### src/rtl/alu_pkg.sv
// Operation codes and FSM state type shared by the multicycle ALU
// and the ALU control decoder.
package alu_pkg;

    localparam logic [3:0] OP_AND = 4'b0000;
    localparam logic [3:0] OP_OR  = 4'b0001;
    localparam logic [3:0] OP_ADD = 4'b0010;
    localparam logic [3:0] OP_XOR = 4'b0011;
    localparam logic [3:0] OP_SLL = 4'b0100;
    localparam logic [3:0] OP_SRA = 4'b0101;
    localparam logic [3:0] OP_SUB = 4'b0110;
    localparam logic [3:0] OP_SRL = 4'b0111;

    typedef enum logic [1:0] {
        ST_IDLE  = 2'd0,
        ST_SHIFT = 2'd1,
        ST_DONE  = 2'd2
    } state_e;

    function automatic logic is_shift(input logic [3:0] op);
        return (op == OP_SLL) || (op == OP_SRA) || (op == OP_SRL);
    endfunction

    function automatic logic is_legal(input logic [3:0] op);
        return op[3] == 1'b0;
    endfunction

endpackage

### src/rtl/alu_logic_unit.sv
// Single-cycle AND/OR/XOR/ADD/SUB datapath; any other code yields 0.
module alu_logic_unit
    import alu_pkg::*;
#(
    parameter int WIDTH = 32
) (
    input  logic [3:0]       op_i,
    input  logic [WIDTH-1:0] a_i,
    input  logic [WIDTH-1:0] b_i,
    output logic [WIDTH-1:0] y_o
);

    always_comb begin
        y_o = '0;
        unique case (op_i)
            OP_AND:  y_o = a_i & b_i;
            OP_OR:   y_o = a_i | b_i;
            OP_XOR:  y_o = a_i ^ b_i;
            OP_ADD:  y_o = a_i + b_i;
            OP_SUB:  y_o = a_i - b_i;
            default: y_o = '0;
        endcase
    end

endmodule

### src/rtl/multicycle_alu.sv
// Handshaked ALU: logic ops in one cycle, shifts iterate one bit
// per cycle in the result register.
module multicycle_alu
    import alu_pkg::*;
#(
    parameter int WIDTH   = 32,
    parameter int SHAMT_W = 5
) (
    input  logic             clk,
    input  logic             rst_n,
    input  logic             in_valid,
    output logic             in_ready,
    input  logic [3:0]       alu_control_lines,
    input  logic [WIDTH-1:0] operand_a,
    input  logic [WIDTH-1:0] operand_b,
    output logic             out_valid,
    input  logic             out_ready,
    output logic [WIDTH-1:0] result,
    output logic             zero,
    output logic             illegal
);

    state_e             state_q, state_d;
    logic [3:0]         op_q, op_d;
    logic [WIDTH-1:0]   res_q, res_d;
    logic [SHAMT_W-1:0] cnt_q, cnt_d;
    logic               ill_q, ill_d;

    logic [WIDTH-1:0]   lu_y;
    logic [SHAMT_W-1:0] shamt;
    logic               accept;
    logic               go_shift;

    assign shamt    = operand_b[SHAMT_W-1:0];
    assign accept   = in_valid && (state_q == ST_IDLE);
    assign go_shift = is_shift(alu_control_lines) && (shamt != '0);

    alu_logic_unit #(.WIDTH(WIDTH)) u_logic (
        .op_i (alu_control_lines),
        .a_i  (operand_a),
        .b_i  (operand_b),
        .y_o  (lu_y)
    );

    always_ff @(posedge clk or negedge rst_n) begin
        if (!rst_n) begin
            state_q <= ST_IDLE;
        end else begin
            state_q <= state_d;
        end
    end

    always_comb begin
        state_d = state_q;
        unique case (state_q)
            ST_IDLE: begin
                if (in_valid) state_d = go_shift ? ST_SHIFT : ST_DONE;
            end
            ST_SHIFT: begin
                if (cnt_q == SHAMT_W'(1)) state_d = ST_DONE;
            end
            ST_DONE: begin
                if (out_ready) state_d = ST_IDLE;
            end
            default: state_d = ST_IDLE;
        endcase
    end

    always_comb begin
        in_ready  = (state_q == ST_IDLE);
        out_valid = (state_q == ST_DONE);
        result    = res_q;
        zero      = (res_q == '0);
        illegal   = ill_q;
    end

    // Shifts load operand_a into the result register and shift it in place.
    always_comb begin
        op_d  = op_q;
        res_d = res_q;
        cnt_d = cnt_q;
        ill_d = ill_q;
        if (accept) begin
            op_d  = alu_control_lines;
            cnt_d = shamt;
            ill_d = !is_legal(alu_control_lines);
            res_d = is_shift(alu_control_lines) ? operand_a : lu_y;
        end else if (state_q == ST_SHIFT) begin
            cnt_d = cnt_q - SHAMT_W'(1);
            unique case (op_q)
                OP_SLL:  res_d = {res_q[WIDTH-2:0], 1'b0};
                OP_SRA:  res_d = {res_q[WIDTH-1], res_q[WIDTH-1:1]};
                default: res_d = {1'b0, res_q[WIDTH-1:1]};
            endcase
        end
    end

    always_ff @(posedge clk or negedge rst_n) begin
        if (!rst_n) begin
            op_q  <= '0;
            res_q <= '0;
            cnt_q <= '0;
            ill_q <= 1'b0;
        end else begin
            op_q  <= op_d;
            res_q <= res_d;
            cnt_q <= cnt_d;
            ill_q <= ill_d;
        end
    end

endmodule

### config.mk
export PLATFORM = sky130hd
export DESIGN_NAME = multicycle_alu
export DESIGN_NICKNAME = d
export VERILOG_FILES = /design/src/rtl/alu_pkg.sv /design/src/rtl/alu_logic_unit.sv /design/src/rtl/multicycle_alu.sv
export SDC_FILE = /design/constraint.sdc
export NUM_CORES = 1
export LEC_CHECK = 0
export ABC_CLOCK_PERIOD_IN_PS = 1700
export CORE_AREA = 2 2 119 121
export DETAILED_ROUTE_END_ITERATION = 8
export DIE_AREA = 0 0 121 123
export GPL_ROUTABILITY_DRIVEN = 0
export PLACE_DENSITY = 0.79
export SLEW_MARGIN = 20
export SYNTH_ARGS = -nofsm -noshare
export SYNTH_HDL_FRONTEND = slang
export SYNTH_HIERARCHICAL = 1
export SYNTH_SLANG_ARGS = --single-unit
export TNS_END_PERCENT = 10
### constraint.sdc
create_clock -name clk -period 1.7 [get_ports clk]
set_input_delay 0.255 -clock clk [delete_from_list [all_inputs] [get_ports clk]]
set_output_delay 0.255 -clock clk [all_outputs]
set_load 0.01 [all_outputs]
==> flow_summary.toml, run 1 <==
[yosys]
synth.distinct_cells = 68
synth-edff-count = 0
async_flop_share = 1.00
yosysSeqAreaShare = 0.157
synth_flop_cell = "dfrtp_1"
synth_top_cell_by_area = "ha_1"
ys_top_cells_by_count = "ha_1 (98), inv_1 (75), o21ai_0 (62), nand2_1 (59), nor2_1 (58)"
avgSynthCellArea_um2 = 8.07
synth_top_area_frac = 0.179
syn_nets = 1020
synth_cells = 849
ys_ff_latch = 43
synthTopCellsByArea = "ha_1 (18%), dfrtp_1 (16%), xnor2_1 (5.6%)"
synth_most_common_cell = "ha_1"
yosys_warnings = 6
synth.cell_area_mm2 = 0.00685

[cts]
cts_root_buf = "clkbuf_16"
clockBufferDepth = 2
cts_buffers = 5
cts.htree.levels = 2
clock_sinks = 43

[grt]
gr-total-overflow = 3
grt_max_degree = 27
grt_usage = 0.678

[status]
haltStage = "global routing"
outcome = "did not finish"
stop_error = "[ERROR GRT-0232] Routing congestion too high. Check the congestion heatmap in the GUI."

[place]
place_area_mm2 = 0.0102
port_buffers = 107
dp_cells = 1363
place_hpwl_mm = 20.0

[die]
dieWidth_um = 121
start_util = 0.503
die_h_um = 123
row_count = 43
ios = 108

[timing]
crit_endpoint = "result[23]$_DFFE_PN0P_/D"
worstEndpointType = "register data pin"
-- repair_timing --
action                     CTS
setup endpoints to repair   34
resized for setup          219
pin swaps                   90
hold buffers                 1
hold endpoints to repair    17
buffers inserted            61
-- logic make-up after synthesis --
group,share of synthesized area
AOI/OAI and AO/OA,0.253
and+or+nand+nor,0.160
buffers and inverters,0.0754
adders and majority gates,0.182
muxes,0.100
xor gates and xnor gates,0.0716
DFF,0.157
-- through the flow --
stage	setup WS, ns	setup TNS (ns)	hold slack [ns]	util
floorplan	-1.50	-35.08	-0.0406	-
global placement	-2.25	-58.57	0.220	0.747
detailed placement	-2.36	-62.02	0.227	0.747
CTS	-1.65	-39.82	0.298	0.822
-- layer usage --
layer,overflow,track usage
met5,0,0.226
met4,1,0.665
met3,0,0.520
met2,1,0.848
met1,1,0.679
==> run 2: changes to the inputs <==
--- a/config.mk
+++ b/config.mk
@@ -5,12 +5,12 @@
 export SDC_FILE = /design/constraint.sdc
 export NUM_CORES = 1
 export LEC_CHECK = 0
-export ABC_CLOCK_PERIOD_IN_PS = 1700
-export CORE_AREA = 2 2 119 121
+export ABC_CLOCK_PERIOD_IN_PS = 2200
+export CORE_AREA = 2 2 134 136
 export DETAILED_ROUTE_END_ITERATION = 8
-export DIE_AREA = 0 0 121 123
+export DIE_AREA = 0 0 136 138
 export GPL_ROUTABILITY_DRIVEN = 0
-export PLACE_DENSITY = 0.79
+export PLACE_DENSITY_LB_ADDON = 0.15
 export SLEW_MARGIN = 20
 export SYNTH_ARGS = -nofsm -noshare
 export SYNTH_HDL_FRONTEND = slang
==> constraint.sdc (replaced) <==
create_clock -name clk -period 2.2 [get_ports clk]
set_input_delay 0.33 -clock clk [delete_from_list [all_inputs] [get_ports clk]]
set_output_delay 0.33 -clock clk [all_outputs]
set_load 0.01 [all_outputs]
==> flow_summary.toml, run 2 <==
[routing]
drc = 0
ant_nets = 0
wire_per_inst_um = 17.6
viasPerCell = 5.45
drtPass1Iterations = 6
via_count = 7744
drt-initial-drc-count = 549
finalWirelength_mm = 25.0

[layout]
layout_commonest_cell = "buf_4"
largest_register_ffs = 32
final_cells = 1422
syn_to_final_growth_pct = 57.9
layout_common_cells = "buf_4 (257), ha_1 (87), clkdlybuf4s50_1 (84), inv_1 (69), nand2_1 (56)"
diodes = 0
drive_gt1_frac = 0.366
fill_cells = 1578
final_nets = 1363
final_cell_area_mm2 = 0.0108

[yosys]
synth_top_area_frac = 0.179
synth_most_common_cell = "ha_1"
avgSynthCellArea_um2 = 8.07
async_flop_share = 1.00
yosysSeqAreaShare = 0.157
ys_ff_latch = 43
synthTopCellsByArea = "ha_1 (18%), dfrtp_1 (16%), xnor2_1 (5.6%)"
synth.cell_area_mm2 = 0.00685
synth_flop_cell = "dfrtp_1"
synth_top_cell_by_area = "ha_1"
synth.distinct_cells = 68
syn_nets = 1020
synth-edff-count = 0
ys_top_cells_by_count = "ha_1 (98), inv_1 (75), o21ai_0 (62), nand2_1 (59), nor2_1 (58)"
synth_cells = 849
yosys_warnings = 6

[worst_setup_path]
cpMostUsedCell = "buf_6"
reg2reg_depth = 5
crit_arrival_ns = 3.74
regToRegEndpoint = "result[19]$_DFFE_PN0P_"
critPathMaxStageDelay_ns = 0.52
cp-end-kind = "flop"
cp.required_ns = 2.36
crit_chain = "buf_4 -> nor2_4 -> buf_6 -> nand4_4 -> nor4b_4 -> buf_6 -> buf_4 -> nand3_4 -> buf_6 -> o41ai_4 -> xnor2_1 -> ha_1 -> nand4_1 -> or4_1 -> o211ai_1 -> xnor2_1 -> o21ai_1 -> mux2i_1 -> a22oi_1"
timing.rr.start = "op_q[1]$_DFFE_PN0P_"
crit_type = "in2reg"
critPathLaunchType = "input port"
cp_max_fo = 5
slowest_stage = "or4_1"
rrSetupSlack_ns = 0.34

[cts]
clockBufferDepth = 2
clk_pin_slew_worst_paths_ns = 0.07
cts_buffers = 5
cts_root_buf = "clkbuf_16"
cts-hold-fix-buffers = 0
clock_sinks = 43
tritoncts = "yes"
cts.htree.levels = 2
clock_latency_ns = 0.28

[place]
dp_cells = 1370
place_area_mm2 = 0.00987
port_buffers = 107
dp_slack_ns = -2.13
place_hpwl_mm = 19.1

[timing]
skew_ns = 0.00174
setup_slack_ns = -1.38
finalHoldViolCount = 0
min_period_ns = 3.58
slew_viol_final = 0
grt_setup_unrepaired = "true"
tns_ns = -28.66
max-slew-margin-rel = 0.509
max_freq_mhz = 279
period_share = 1.63
worstMarginPinSlew_ns = 0.729
hold_ws_ns = 0.126
setup_violations = 31

[die]
die_h_um = 138
die_area_mm2 = 0.0188
coreArea_mm2 = 0.0175
row_count = 49
dieWidth_um = 136
start_util = 0.391
ios = 108

[grt]
gr-total-overflow = 0
grt_antenna_before_repair = 0
grt_max_degree = 44
grt_usage = 0.257
grt_pass1_wl_mm = 38.8
grt_pass1_vias = 7552

[hold_path]
min_path_type = "in2async"

[pwr]
p_leak_nw = 5.22
ir_worst_vdd_mv = 0.371
p_per_area_mw_per_mm2 = 557

[run]
cap_viol_max_count = 0

[status]
violations = "negative setup slack"
outcome = "finished, violations left"
## run 2: cell counts after synthesis
Identical to the previous run, type by type.
## run 2: final cells by class
cell class / count / area, µm² / area share
Multi-Input combinational cell: 683 / 5740 / 0.531
Clock inverter: 2 / 12.5 / 0.00116
Timing Repair Buffer: 384 / 3280 / 0.303
Sequential cell: 43 / 1080 / 0.0997
Inverter: 75 / 289 / 0.0267
Clock buffer: 6 / 129 / 0.0119
Tap cell: 229 / 287 / 0.0265
## run 2: logic make-up (layout without fill, tap and decap cells)
| family | after synthesis | count (layout) | synth area share |
|---|---|---|---|
| muxes | 65 | 65 | 0.100 |
| adders and majority gates | 99 | 99 | 0.182 |
| DFF | 43 | 43 | 0.157 |
| AOI/OAI and AO/OA | 254 | 254 | 0.253 |
| xor gates and xnor gates | 56 | 56 | 0.0716 |
| and+or+nand+nor | 209 | 209 | 0.160 |
| buffers and inverters | 123 | 467 | 0.0754 |
## run 2: metal layers
metal	routed length (µm)	global-route usage	share of wire
met2	12200	0.435	0.49
met4	1060	0.101	0.042
met5	0	0	0
met1	10800	0.334	0.43
met3	938	0.0249	0.038
## run 2: power by group
group | internal [mW] | switching [mW]
Clock | 0.420 | 0.331
Sequential | 1.09 | 0.392
Combinational | 2.07 | 1.73
## run 2: worst max path at each step
| stage | start | endpoint |
|---|---|---|
| 4_1_cts | operand_b[13] | result[31]$_DFFE_PN0P_ |
| 3_5_place_dp | operand_b[0] | result[31]$_DFFE_PN0P_ |
| 3_3_place_gp | operand_b[0] | result[31]$_DFFE_PN0P_ |
| 6_report | operand_b[2] | result[31]$_DFFE_PN0P_ |
| 2_1_floorplan | operand_b[1] | result[31]$_DFFE_PN0P_ |
| 5_1_grt | operand_b[1] | result[20]$_DFFE_PN0P_ |
## run 2: worst max-delay path, delay by kind of cell
family | cells | cell delay (ns)
xor gates and xnor gates | 2 | 0.26
muxes | 1 | 0.23
adders and majority gates | 1 | 0.38
and+or+nand+nor | 6 | 1.27
AOI/OAI and AO/OA | 4 | 0.60
buffers and inverters | 5 | 0.69
## run 2: what timing repair did
action                     CTS  global route
gates resized for setup    135            61
setup endpoints to repair   32            32
setup buffers               22            23
pin swaps                   54            61
## run 2: per-stage QoR
step | util | power [mW]
floorplan | - | 3.24
global placement | 0.563 | 4.95
detailed placement | 0.563 | 5.00
CTS | 0.598 | 5.92
global route | 0.617 | 6.45
finish | 0.617 | 6.03
(Power assumes the default switching activity.)
==> run 3: changes to the inputs <==
--- a/config.mk
+++ b/config.mk
@@ -5,7 +5,7 @@
 export SDC_FILE = /design/constraint.sdc
 export NUM_CORES = 1
 export LEC_CHECK = 0
-export ABC_CLOCK_PERIOD_IN_PS = 2200
+export ABC_CLOCK_PERIOD_IN_PS = 4450
 export CORE_AREA = 2 2 134 136
 export DETAILED_ROUTE_END_ITERATION = 8
 export DIE_AREA = 0 0 136 138
==> constraint.sdc (replaced) <==
create_clock -name clk -period 4.45 [get_ports clk]
set_input_delay 0.6675 -clock clk [delete_from_list [all_inputs] [get_ports clk]]
set_output_delay 0.6675 -clock clk [all_outputs]
set_load 0.01 [all_outputs]
==> flow_summary.toml, run 3 (synthesized netlist as in run 2, its figures left out) <==
[status]
outcome = "completed"

[cts]
clockBufferDepth = 2
post-cts-setup-buffer-count = 0
cts.htree.levels = 2
cts.repair.resized = 0
clock_latency_ns = 0.29
cts-hold-fix-buffers = 0
clk_pin_slew_worst_paths_ns = 0.07
cts_buffers = 5
cts_root_buf = "clkbuf_16"
tritoncts = "yes"
clock_sinks = 43

[worst_setup_path]
cp_max_fo = 4
cp.required_ns = 4.60
timing.rr.start = "op_q[1]$_DFFE_PN0P_"
critPathLaunchType = "input port"
cp-end-kind = "flop"
cp-startpoint = "operand_b[1]"
crit_arrival_ns = 4.38
crit_type = "in2reg"

[timing]
min_period_ns = 4.23
max-slew-margin-rel = 0.348
worstMarginPinSlew_ns = 0.975
grt_setup_unrepaired = "true"
period_share = 0.950
slew_viol_final = 0
tns_ns = 0
setup_violations = 0
max_freq_mhz = 237
finalHoldViolCount = 0
hold_ws_ns = 0.373
skew_ns = 0.00778

[grt]
grt_max_degree = 44
grt_usage = 0.235
gr-total-overflow = 0
grt_pass1_vias = 6840
grt_antenna_before_repair = 0
grt_pass1_wl_mm = 35.9

[routing]
wire_per_inst_um = 17.2
drt-initial-drc-count = 346
drtPass1Iterations = 5
ant_nets = 0
finalWirelength_mm = 22.1
viasPerCell = 5.42
via_count = 6960
drc = 0

[die]
start_util = 0.391
die_h_um = 138
die_area_mm2 = 0.0188
row_count = 49
dieWidth_um = 136
coreArea_mm2 = 0.0175
ios = 108

[place]
place_hpwl_mm = 17.6
port_buffers = 107
dp_cells = 1276

[layout]
largest_register_ffs = 32
final_nets = 1225
diodes = 0
final_util = 0.526
layout_common_cells = "buf_4 (140), clkdlybuf4s50_1 (106), ha_1 (97), inv_1 (74)"
regArea_mm2 = 0.00108
syn_to_final_growth_pct = 34.6
multi_input_area_mm2 = 0.00530
fill_cells = 1765
drive_gt1_frac = 0.201
final_cells = 1283
layout_commonest_cell = "buf_4"

[pwr]
p_per_area_mw_per_mm2 = 298
total_power_mw = 2.75
ir_worst_vdd_mv = 0.177
p_leak_nw = 4.36

[hold_path]
min_path_type = "in2async"

[run]
cap_viol_max_count = 0
## run 3: worst max-delay path: stages
cell and delay, ns:
clkdlybuf4s50_1 0.44, inv_1 0.12, ha_1 0.18, nand4_1 0.16, nor2_1 0.18, nand4_1 0.16, nor2_2 0.19, a41oi_1 0.17
xnor2_1 0.16, ha_1 0.30, buf_4 0.15, and3_1 0.18, nand2_1 0.07, a21oi_1 0.06, o21a_1 0.22, o31ai_1 0.22
buf_4 0.17, mux2i_1 0.19, nand2_1 0.07, mux2i_1 0.23, o21ai_1 0.08
## run 3: final timing paths
| check | end | slack [ns] | cells past startpoint |
|---|---|---|---|
| worst max-delay path | result[24]$_DFFE_PN0P_ | 0.22 | 21 |
| worst min-delay path | cnt_q[0]$_DFFE_PN0P_ | 0.37 | 1 |
| worst max register to register | result[15]$_DFFE_PN0P_ | 1.94 | 5 |
| worst min register to register | op_q[2]$_DFFE_PN0P_ | 0.52 | 2 |
| max in group asynchronous | result[16]$_DFFE_PN0P_ | 3.68 | 1 |
| min in group clk | op_q[2]$_DFFE_PN0P_ | 0.52 | 2 |
## run 3: area by class of cell
type,count,area share
multi-input combinational,683,0.575
timing repair buffer,246,0.229
sequential,43,0.117
tap,229,0.0311
inverter,75,0.0305
clock buffer,5,0.0136
clock inverter,2,0.00407
## run 3: report_power, final
part / internal, mW / total, mW / switching, mW
Combinational: 0.841 / 1.57 / 0.729
Sequential: 0.538 / 0.756 / 0.218
Clock: 0.262 / 0.424 / 0.162
## run 3: layer usage
layer	vias to the layer above	wire, µm	global-route usage
met5	-	0	0
met4	0	318	0.0515
met3	20	565	0.0150
met2	118	10900	0.414
met1	3333	10300	0.314
li1	3489	-	-
## run 3: through the flow
step           area [µm²]  worst slack [ns]
6_report             9220             0.222
4_1_cts              9190             0.101
3_3_place_gp         9030            -0.106
5_1_grt              9220           -0.0266
2_1_floorplan        6850             0.618
3_5_place_dp         9030            -0.165
